`src/rtl/seg_pkg.sv`:
```
// seg_pkg -- shared constants and types for the seven-segment digit driver.
//
// Contents:
//   NUM_DIGITS  number of multiplexed digits (4)
//   SEG_BLANK   active-low pattern with every segment off
//   SEG_TABLE   16-entry hex pattern table, bit order {g,f,e,d,c,b,a}, active-low
//   frame_t     one displayable value: four hex nibbles plus four decimal points
package seg_pkg;

  localparam int NUM_DIGITS = 4;

  localparam logic [6:0] SEG_BLANK = 7'b1111111;

  // Index 0 is the rightmost entry. Letters 10..15 use the usual A,b,C,d,E,F
  // shapes so that b and d cannot be mistaken for 8 and 0.
  localparam logic [15:0][6:0] SEG_TABLE = {
    7'h0E,  // F
    7'h06,  // E
    7'h21,  // d
    7'h46,  // C
    7'h03,  // b
    7'h08,  // A
    7'h10,  // 9
    7'h00,  // 8
    7'h78,  // 7
    7'h02,  // 6
    7'h12,  // 5
    7'h19,  // 4
    7'h30,  // 3
    7'h24,  // 2
    7'h79,  // 1
    7'h40   // 0
  };

  typedef struct packed {
    logic [4*NUM_DIGITS-1:0] dato;
    logic [NUM_DIGITS-1:0]   dp;
  } frame_t;

endpackage

```
`src/rtl/hex_to_7seg.sv`:
```
// hex_to_7seg -- combinational hex nibble to seven-segment pattern decoder.
//
// Ports:
//   i_Nibble  4-bit hex value 0..F
//   o_Seg     7-bit pattern {g,f,e,d,c,b,a}, active-low
module hex_to_7seg
  import seg_pkg::*;
(
  input  logic [3:0] i_Nibble,
  output logic [6:0] o_Seg
);

  // A plain table lookup keeps the decoder and the package table as the single
  // source of truth for the glyph shapes.
  assign o_Seg = SEG_TABLE[i_Nibble];

endmodule

```
`src/rtl/segment_digit_driver.sv`:
```
// segment_digit_driver -- double-buffered, frame-synchronous driver for a
// four-digit multiplexed seven-segment display.
//
// A new value is accepted into a shadow buffer with a valid/ready handshake
// and is only moved into the display buffer at a frame boundary, so a single
// scan of the four digits always shows one coherent value.
//
// Ports:
//   i_Clk        clock, all state on the rising edge
//   i_Rst        asynchronous active-high reset
//   i_Anodos     one-hot digit strobe from the external ring counter
//   i_Dato       four hex nibbles, [3:0] is digit 0
//   i_Dp         decimal point request per digit, active-high
//   i_Valid      i_Dato/i_Dp offered this cycle
//   o_Ready      shadow buffer free; transfer happens on i_Valid && o_Ready
//   o_Anodos     registered strobe, aligned with o_Segmentos/o_Dp
//   o_Segmentos  segments {g,f,e,d,c,b,a}, active-low
//   o_Dp         decimal point, active-low
//
// Build option:
//   LEADING_ZERO_BLANK_EN  when defined, digits 3..1 are blanked while they and
//                          every higher nibble are zero; digit 0 always shows.
module segment_digit_driver
  import seg_pkg::*;
(
  input  logic                    i_Clk,
  input  logic                    i_Rst,
  input  logic [NUM_DIGITS-1:0]   i_Anodos,
  input  logic [4*NUM_DIGITS-1:0] i_Dato,
  input  logic [NUM_DIGITS-1:0]   i_Dp,
  input  logic                    i_Valid,
  output logic                    o_Ready,
  output logic [NUM_DIGITS-1:0]   o_Anodos,
  output logic [6:0]              o_Segmentos,
  output logic                    o_Dp
);

  frame_t                shadow_q, shadow_d;
  frame_t                display_q, display_d;
  logic                  pending_q, pending_d;
  logic [NUM_DIGITS-1:0] prevAnodos_q;
  logic [NUM_DIGITS-1:0] anodos_q, anodos_d;
  logic [6:0]            segmentos_q, segmentos_d;
  logic                  dp_q, dp_d;

  logic       transfer;
  logic       frameEnd;
  logic       commit;
  logic       strobeValid;
  logic [3:0] nibble;
  logic       dpBit;
  logic       blankDigit;
  logic [6:0] decoded;

  assign o_Ready  = !pending_q;
  assign transfer = i_Valid && !pending_q;

  // The last digit of a frame has just been left: the strobe was on digit 3
  // last cycle and has moved on. This edge is the only place display changes.
  assign frameEnd = (prevAnodos_q == 4'b1000) && (i_Anodos != 4'b1000);
  assign commit   = frameEnd && pending_q;

  // Buffer bookkeeping. A transfer needs pending clear and a commit needs it
  // set, so the two never collide; a transfer landing on a frame end with
  // nothing pending simply waits in shadow for the following frame end.
  always_comb begin
    shadow_d  = shadow_q;
    display_d = display_q;
    pending_d = pending_q;
    if (transfer) begin
      shadow_d.dato = i_Dato;
      shadow_d.dp   = i_Dp;
      pending_d     = 1'b1;
    end
    if (commit) begin
      display_d = shadow_q;
      pending_d = 1'b0;
    end
  end

  // Digit selection reads the display value that will hold after this edge,
  // so the first digit of a new frame already uses the freshly committed
  // value and the whole frame comes from one value. Any strobe that is not
  // one-hot produces a dark digit.
  always_comb begin
    strobeValid = 1'b1;
    nibble      = 4'h0;
    dpBit       = 1'b0;
    blankDigit  = 1'b0;
    case (i_Anodos)
      4'b0001: begin
        nibble = display_d.dato[3:0];
        dpBit  = display_d.dp[0];
      end
      4'b0010: begin
        nibble = display_d.dato[7:4];
        dpBit  = display_d.dp[1];
`ifdef LEADING_ZERO_BLANK_EN
        blankDigit = (display_d.dato[15:4] == 12'h000);
`endif
      end
      4'b0100: begin
        nibble = display_d.dato[11:8];
        dpBit  = display_d.dp[2];
`ifdef LEADING_ZERO_BLANK_EN
        blankDigit = (display_d.dato[15:8] == 8'h00);
`endif
      end
      4'b1000: begin
        nibble = display_d.dato[15:12];
        dpBit  = display_d.dp[3];
`ifdef LEADING_ZERO_BLANK_EN
        blankDigit = (display_d.dato[15:12] == 4'h0);
`endif
      end
      default: strobeValid = 1'b0;
    endcase
  end

  hex_to_7seg u_Hex (
    .i_Nibble (nibble),
    .o_Seg    (decoded)
  );

  // Next values for the three display outputs, which are registered together
  // so anode, segments and decimal point always line up.
  always_comb begin
    anodos_d    = '0;
    segmentos_d = SEG_BLANK;
    dp_d        = 1'b1;
    if (strobeValid) begin
      anodos_d    = i_Anodos;
      segmentos_d = blankDigit ? SEG_BLANK : decoded;
      dp_d        = !dpBit;
    end
  end

  // All state, cleared asynchronously. Reset discards any pending shadow value.
  always_ff @(posedge i_Clk or posedge i_Rst) begin
    if (i_Rst) begin
      shadow_q     <= '0;
      display_q    <= '0;
      pending_q    <= 1'b0;
      prevAnodos_q <= '0;
      anodos_q     <= '0;
      segmentos_q  <= SEG_BLANK;
      dp_q         <= 1'b1;
    end else begin
      shadow_q     <= shadow_d;
      display_q    <= display_d;
      pending_q    <= pending_d;
      prevAnodos_q <= i_Anodos;
      anodos_q     <= anodos_d;
      segmentos_q  <= segmentos_d;
      dp_q         <= dp_d;
    end
  end

  assign o_Anodos    = anodos_q;
  assign o_Segmentos = segmentos_q;
  assign o_Dp        = dp_q;

endmodule

```
`config.mk`:
```
export PLATFORM = sky130hd
export DESIGN_NAME = segment_digit_driver
export DESIGN_NICKNAME = d
export VERILOG_FILES = /design/src/rtl/seg_pkg.sv /design/src/rtl/hex_to_7seg.sv /design/src/rtl/segment_digit_driver.sv
export SDC_FILE = /design/constraint.sdc
export NUM_CORES = 1
export LEC_CHECK = 0
export CAP_MARGIN = 10
export CORE_AREA = 2 2 74 76
export DETAILED_ROUTE_END_ITERATION = 10
export DIE_AREA = 0 0 76 78
export GPL_TIMING_DRIVEN = 0
export MAX_ROUTING_LAYER = met4
export PLACE_DENSITY_LB_ADDON = 0.1
export REMOVE_ABC_BUFFERS = 1
export SLEW_MARGIN = 20
export SYNTH_ARGS = -nofsm -noshare
export SYNTH_HDL_FRONTEND = slang
export SYNTH_HIERARCHICAL = 1
export SYNTH_SLANG_ARGS = --single-unit
```
`constraint.sdc`:
```
create_clock -name i_Clk -period 4 [get_ports i_Clk]
set_clock_uncertainty 0.15 [all_clocks]
set_input_delay 0.8 -clock i_Clk [delete_from_list [all_inputs] [get_ports i_Clk]]
set_output_delay 0.8 -clock i_Clk [all_outputs]
set_load 0.02 [all_outputs]
```
==> run_results.csv <==
group,metric,value,unit
die,die_w,76,um
sta,rsz0062_at_grt,"no",
global_routing,track_usage,0.192,
worst_setup_path,cp-end-kind,"flip-flop",
logic_synthesis,yosys-top-cells-area,"dfrtp_1 (45%), mux2_2 (22%), dfstp_2 (7.8%)",
clock_network,clk_pin_slew,0.05,ns
worst_setup_path,startpoint_type,"primary input",
route,drt_iter0_markers,85,
die,core_area,5040,um^2
logic_synthesis,ys_types,30,
sta,slew_headroom,0.550,
placement,place_inst,319,
pwr,p_int,1.29,mW
placement,dpl_cell_area,3210,um^2
cells_and_area,antenna_cells,0,
worst_hold_path,hold_path_depth,1,
worst_setup_path,crit_required,4.11,ns
clock_network,clock-sinks,57,
logic_synthesis,synth_seq_area_share,0.531,
worst_setup_path,critPathMaxFanout,13,
logic_synthesis,synth.top_cell.area_share,0.453,
flow_run,max_cap_viol_count,0,
sta,max_freq,278,MHz
sta,layout_min_cycle_time,3.59,ns
logic_synthesis,syn_area_per_cell,12.6,um^2
global_routing,gr-usage-met3,0.0616,
global_routing,grt_overflow,0,
worst_setup_path,path_class,"in2reg",
sta,period_share,0.898,
logic_synthesis,ys_warn_count,6,
sta,worst_pin_slew,0.676,ns
global_routing,grt_max_degree,58,
route,vias,1780,
sta,maxSlewViolCount,0,
global_routing,grt_pass1_vias,1736,
pwr,combPwrFrac,0.209,
cells_and_area,final_nets,296,
pwr,p_per_area,505,nW/um^2
logic_synthesis,synth_enable_flop_cells,0,
clock_network,cts_buffers,9,
worst_hold_path,hold_end,"display_q[13]$_DFF_PP0_",
logic_synthesis,synthFlopType,"dfrtp_1",
placement,numPortBuffers,39,
pwr,pwr-share-clk,0.297,
worst_hold_path,min_path_type,"reg2reg",
global_routing,grt_pass1_wl,8.50,mm
route,wire_per_inst,14.8,um
cells_and_area,area_delta_synth_final,27.8,%
global_routing,grt-busiest-layer,"met2",
clock_network,tritoncts,"yes",
logic_synthesis,syn_inst,214,
cells_and_area,stdcell_area,3460,um^2
route,drc,0,
global_routing,grt_use_met2,0.309,
route,dr.pass1.iters,5,
pwr,pwr-share-seq,0.494,
placement,dp.final_hpwl,3.47,mm
pwr,switchingPower,456,uW
logic_synthesis,syn_area,2700,um^2
die,start_util,0.536,
cells_and_area,fin_cells,337,
worst_setup_path,rrSetupSlack,0.45,ns
pwr,peakVddDrop,258,uV
die,rows,26,
die,fp.dieH,78,um
sta,hold_viol_final,0,
logic_synthesis,synth-seq-cells,57,
clock_network,ctsRootBufferMaster,"clkbuf_8",
die,die_area,5930,um^2
route,routed_wl,5.00,mm
cells_and_area,fillCellCount,395,
clock_network,h-tree-depth,3,
worst_setup_path,ff2ff_path_depth,11,
worst_setup_path,r2r-start,"prevAnodos_q[2]$_DFF_PP0_",
logic_synthesis,synth_area_leader_cell,"dfrtp_1",
clock_network,clock_latency,0.34,ns
worst_hold_path,hp-start,"display_q[13]$_DFF_PP0_",
sta,setup_viol,0,
worst_setup_path,worstReg2RegEnd,"o_Segmentos[3]$_DFF_PP1_",
logic_synthesis,synthArstFlopShare,1.00,
pwr,power_leakage,1.41,nW
die,io_pins,40,
worst_setup_path,cp.arrival,3.70,ns
status,status,"completed",
clock_network,clock_path_buffers,2,
pwr,p_sw_frac,0.261,
global_routing,antenna_found_initial,0,
global_routing,met1_usage,0.226,
clock_network,hold_buffers,0,
route,postRouteAntennaNets,0,
placement,gp_congestion,0.812,
route,viasPerCell,5.28,
cells_and_area,drive_above_1_share,0.341,
-- sequential cells by signal, summed over array words and instances (netlist names) --
name	flops
o_Dp	1
pending_q	1
o_Segmentos	7
display_q	20
o_Anodos	4
shadow_q	20
prevAnodos_q	4
-- repair_timing --
action | in CTS | in global routing
setup buffers | 2 | 0
setup endpoints to repair | 5 | 2
resized for setup | 0 | 7
pin swaps | 1 | 0
-- synthesized netlist by cell type (2+ instances only) --
cell type  number
dfstp_2         8
mux2i_1         7
nand2b_1        7
a22o_1          2
clkbuf_1        4
dfrtp_1        49
buf_2           3
nand4_1         4
ha_1            7
nor2_1          7
nand2_1        35
mux2_2         53
o21ai_0         4
nor4b_1         3
buf_6           2
inv_1           5
-- how the worst max path moves through the flow --
| stage | from | end | slack (ns) | cells after the start |
|---|---|---|---|---|
| global route | i_Anodos[3] | o_Segmentos[3]$_DFF_PP1_ | 0.23 | 12 |
| global placement | i_Anodos[2] | o_Segmentos[3]$_DFF_PP1_ | -1.03 | 10 |
| finish | i_Anodos[3] | o_Segmentos[0]$_DFF_PP1_ | 0.41 | 11 |
| detailed placement | i_Anodos[1] | o_Segmentos[3]$_DFF_PP1_ | -0.62 | 12 |
| CTS | i_Anodos[1] | o_Segmentos[3]$_DFF_PP1_ | 0.09 | 11 |
| floorplan | i_Anodos[3] | o_Segmentos[3]$_DFF_PP1_ | 0.22 | 9 |
-- power by group through the flow --
| stage | Sequential (mW) | Combinational [mW] | Clock (mW) |
|---|---|---|---|
| 3_5_place_dp | 0.871 | 0.362 | 0 |
| 5_1_grt | 0.885 | 0.401 | 0.557 |
| 6_report | 0.861 | 0.365 | 0.518 |
| 4_1_cts | 0.862 | 0.367 | 0.532 |
| 3_3_place_gp | 0.859 | 0.343 | 0 |
| 2_1_floorplan | 0.853 | 0.249 | 0 |
-- final cells by class --
| class | instances | area [um^2] | area share |
|---|---|---|---|
| Tap cell | 70 | 87.6 | 0.0253 |
| Clock inverter | 3 | 42.5 | 0.0123 |
| Multi-Input combinational cell | 142 | 1240 | 0.359 |
| Timing Repair Buffer | 47 | 479 | 0.139 |
| Sequential cell | 57 | 1440 | 0.416 |
| Inverter | 5 | 21.3 | 0.00615 |
| Clock buffer | 13 | 149 | 0.0431 |
-- stage by stage --
step	hold slack [ns]	utilization	TNS [ns]	total power, mW	setup WS (ns)
floorplan	0.318	-	0	1.10	0.216
global placement	0.336	0.620	-5.75	1.20	-1.03
detailed placement	0.342	0.637	-2.87	1.23	-0.616
CTS	0.359	0.678	0	1.76	0.0871
global route	0.367	0.685	0	1.84	0.230
finish	0.353	0.685	0	1.74	0.408
-- critical path, cell delays in order --
cell            delay (ns)
dlymetal6s2s_1        0.38
nor4b_4               0.38
nor3_4                0.08
buf_8                 0.16
buf_8                 0.15
mux2_2                0.22
nand4_1               0.51
and2b_2               0.47
or3b_1                0.36
o21ai_0               0.06
nand2b_1              0.12
-- cell families (layout without fill, tap and decap cells) --
| logic type | count (synthesis) | count (layout) | share of synthesized area |
|---|---|---|---|
| compound gates | 9 | 9 | 0.0222 |
| xor+xnor | 1 | 1 | 0.00324 |
| fa+ha+maj | 7 | 7 | 0.0324 |
| buf+inv | 15 | 68 | 0.0278 |
| flops | 57 | 57 | 0.531 |
| mux | 61 | 61 | 0.256 |
| simple gates | 64 | 64 | 0.127 |
-- per-layer routing --
layer / vias to the layer above / share of wire
met4: 0 / 0.022
met2: 48 / 0.50
met3: 11 / 0.047
li1: 837 / -
met1: 884 / 0.43
met5: - / 0
-- cell usage in the layout, fill, tap and decap left out --
cell | synthesis | routed
a21oi_1 | 1 | 1
a22o_1 | 2 | 2
a32o_1 | 1 | 1
and2_1 | 1 | 1
and2b_2 | 1 | 1
buf_4 | 0 | 5
buf_6 | 2 | 1
buf_8 | 0 | 2
bufinv_16 | 0 | 1
clkbuf_1 | 4 | 3
clkbuf_8 | 0 | 10
clkdlybuf4s50_1 | 0 | 35
clkinv_2 | 0 | 1
clkinvlp_4 | 0 | 1
dfrtp_1 | 49 | 49
dfstp_2 | 8 | 8
dlymetal6s2s_1 | 0 | 4
ha_1 | 7 | 7
inv_1 | 5 | 4
inv_4 | 0 | 1
mux2_2 | 53 | 53
mux2i_1 | 7 | 7
mux4_1 | 1 | 1
nand2_1 | 35 | 35
nand2b_1 | 7 | 7
nand4_1 | 4 | 4
nor2_1 | 7 | 7
nor2b_2 | 0 | 1
nor3_4 | 1 | 1
nor4_1 | 1 | 1
nor4b_4 | 1 | 4
o21ai_0 | 4 | 4
o21bai_1 | 1 | 1
or3b_1 | 1 | 1
or4b_4 | 1 | 1
xor2_1 | 1 | 1
Note: power is estimated with default switching activity, not from simulation.
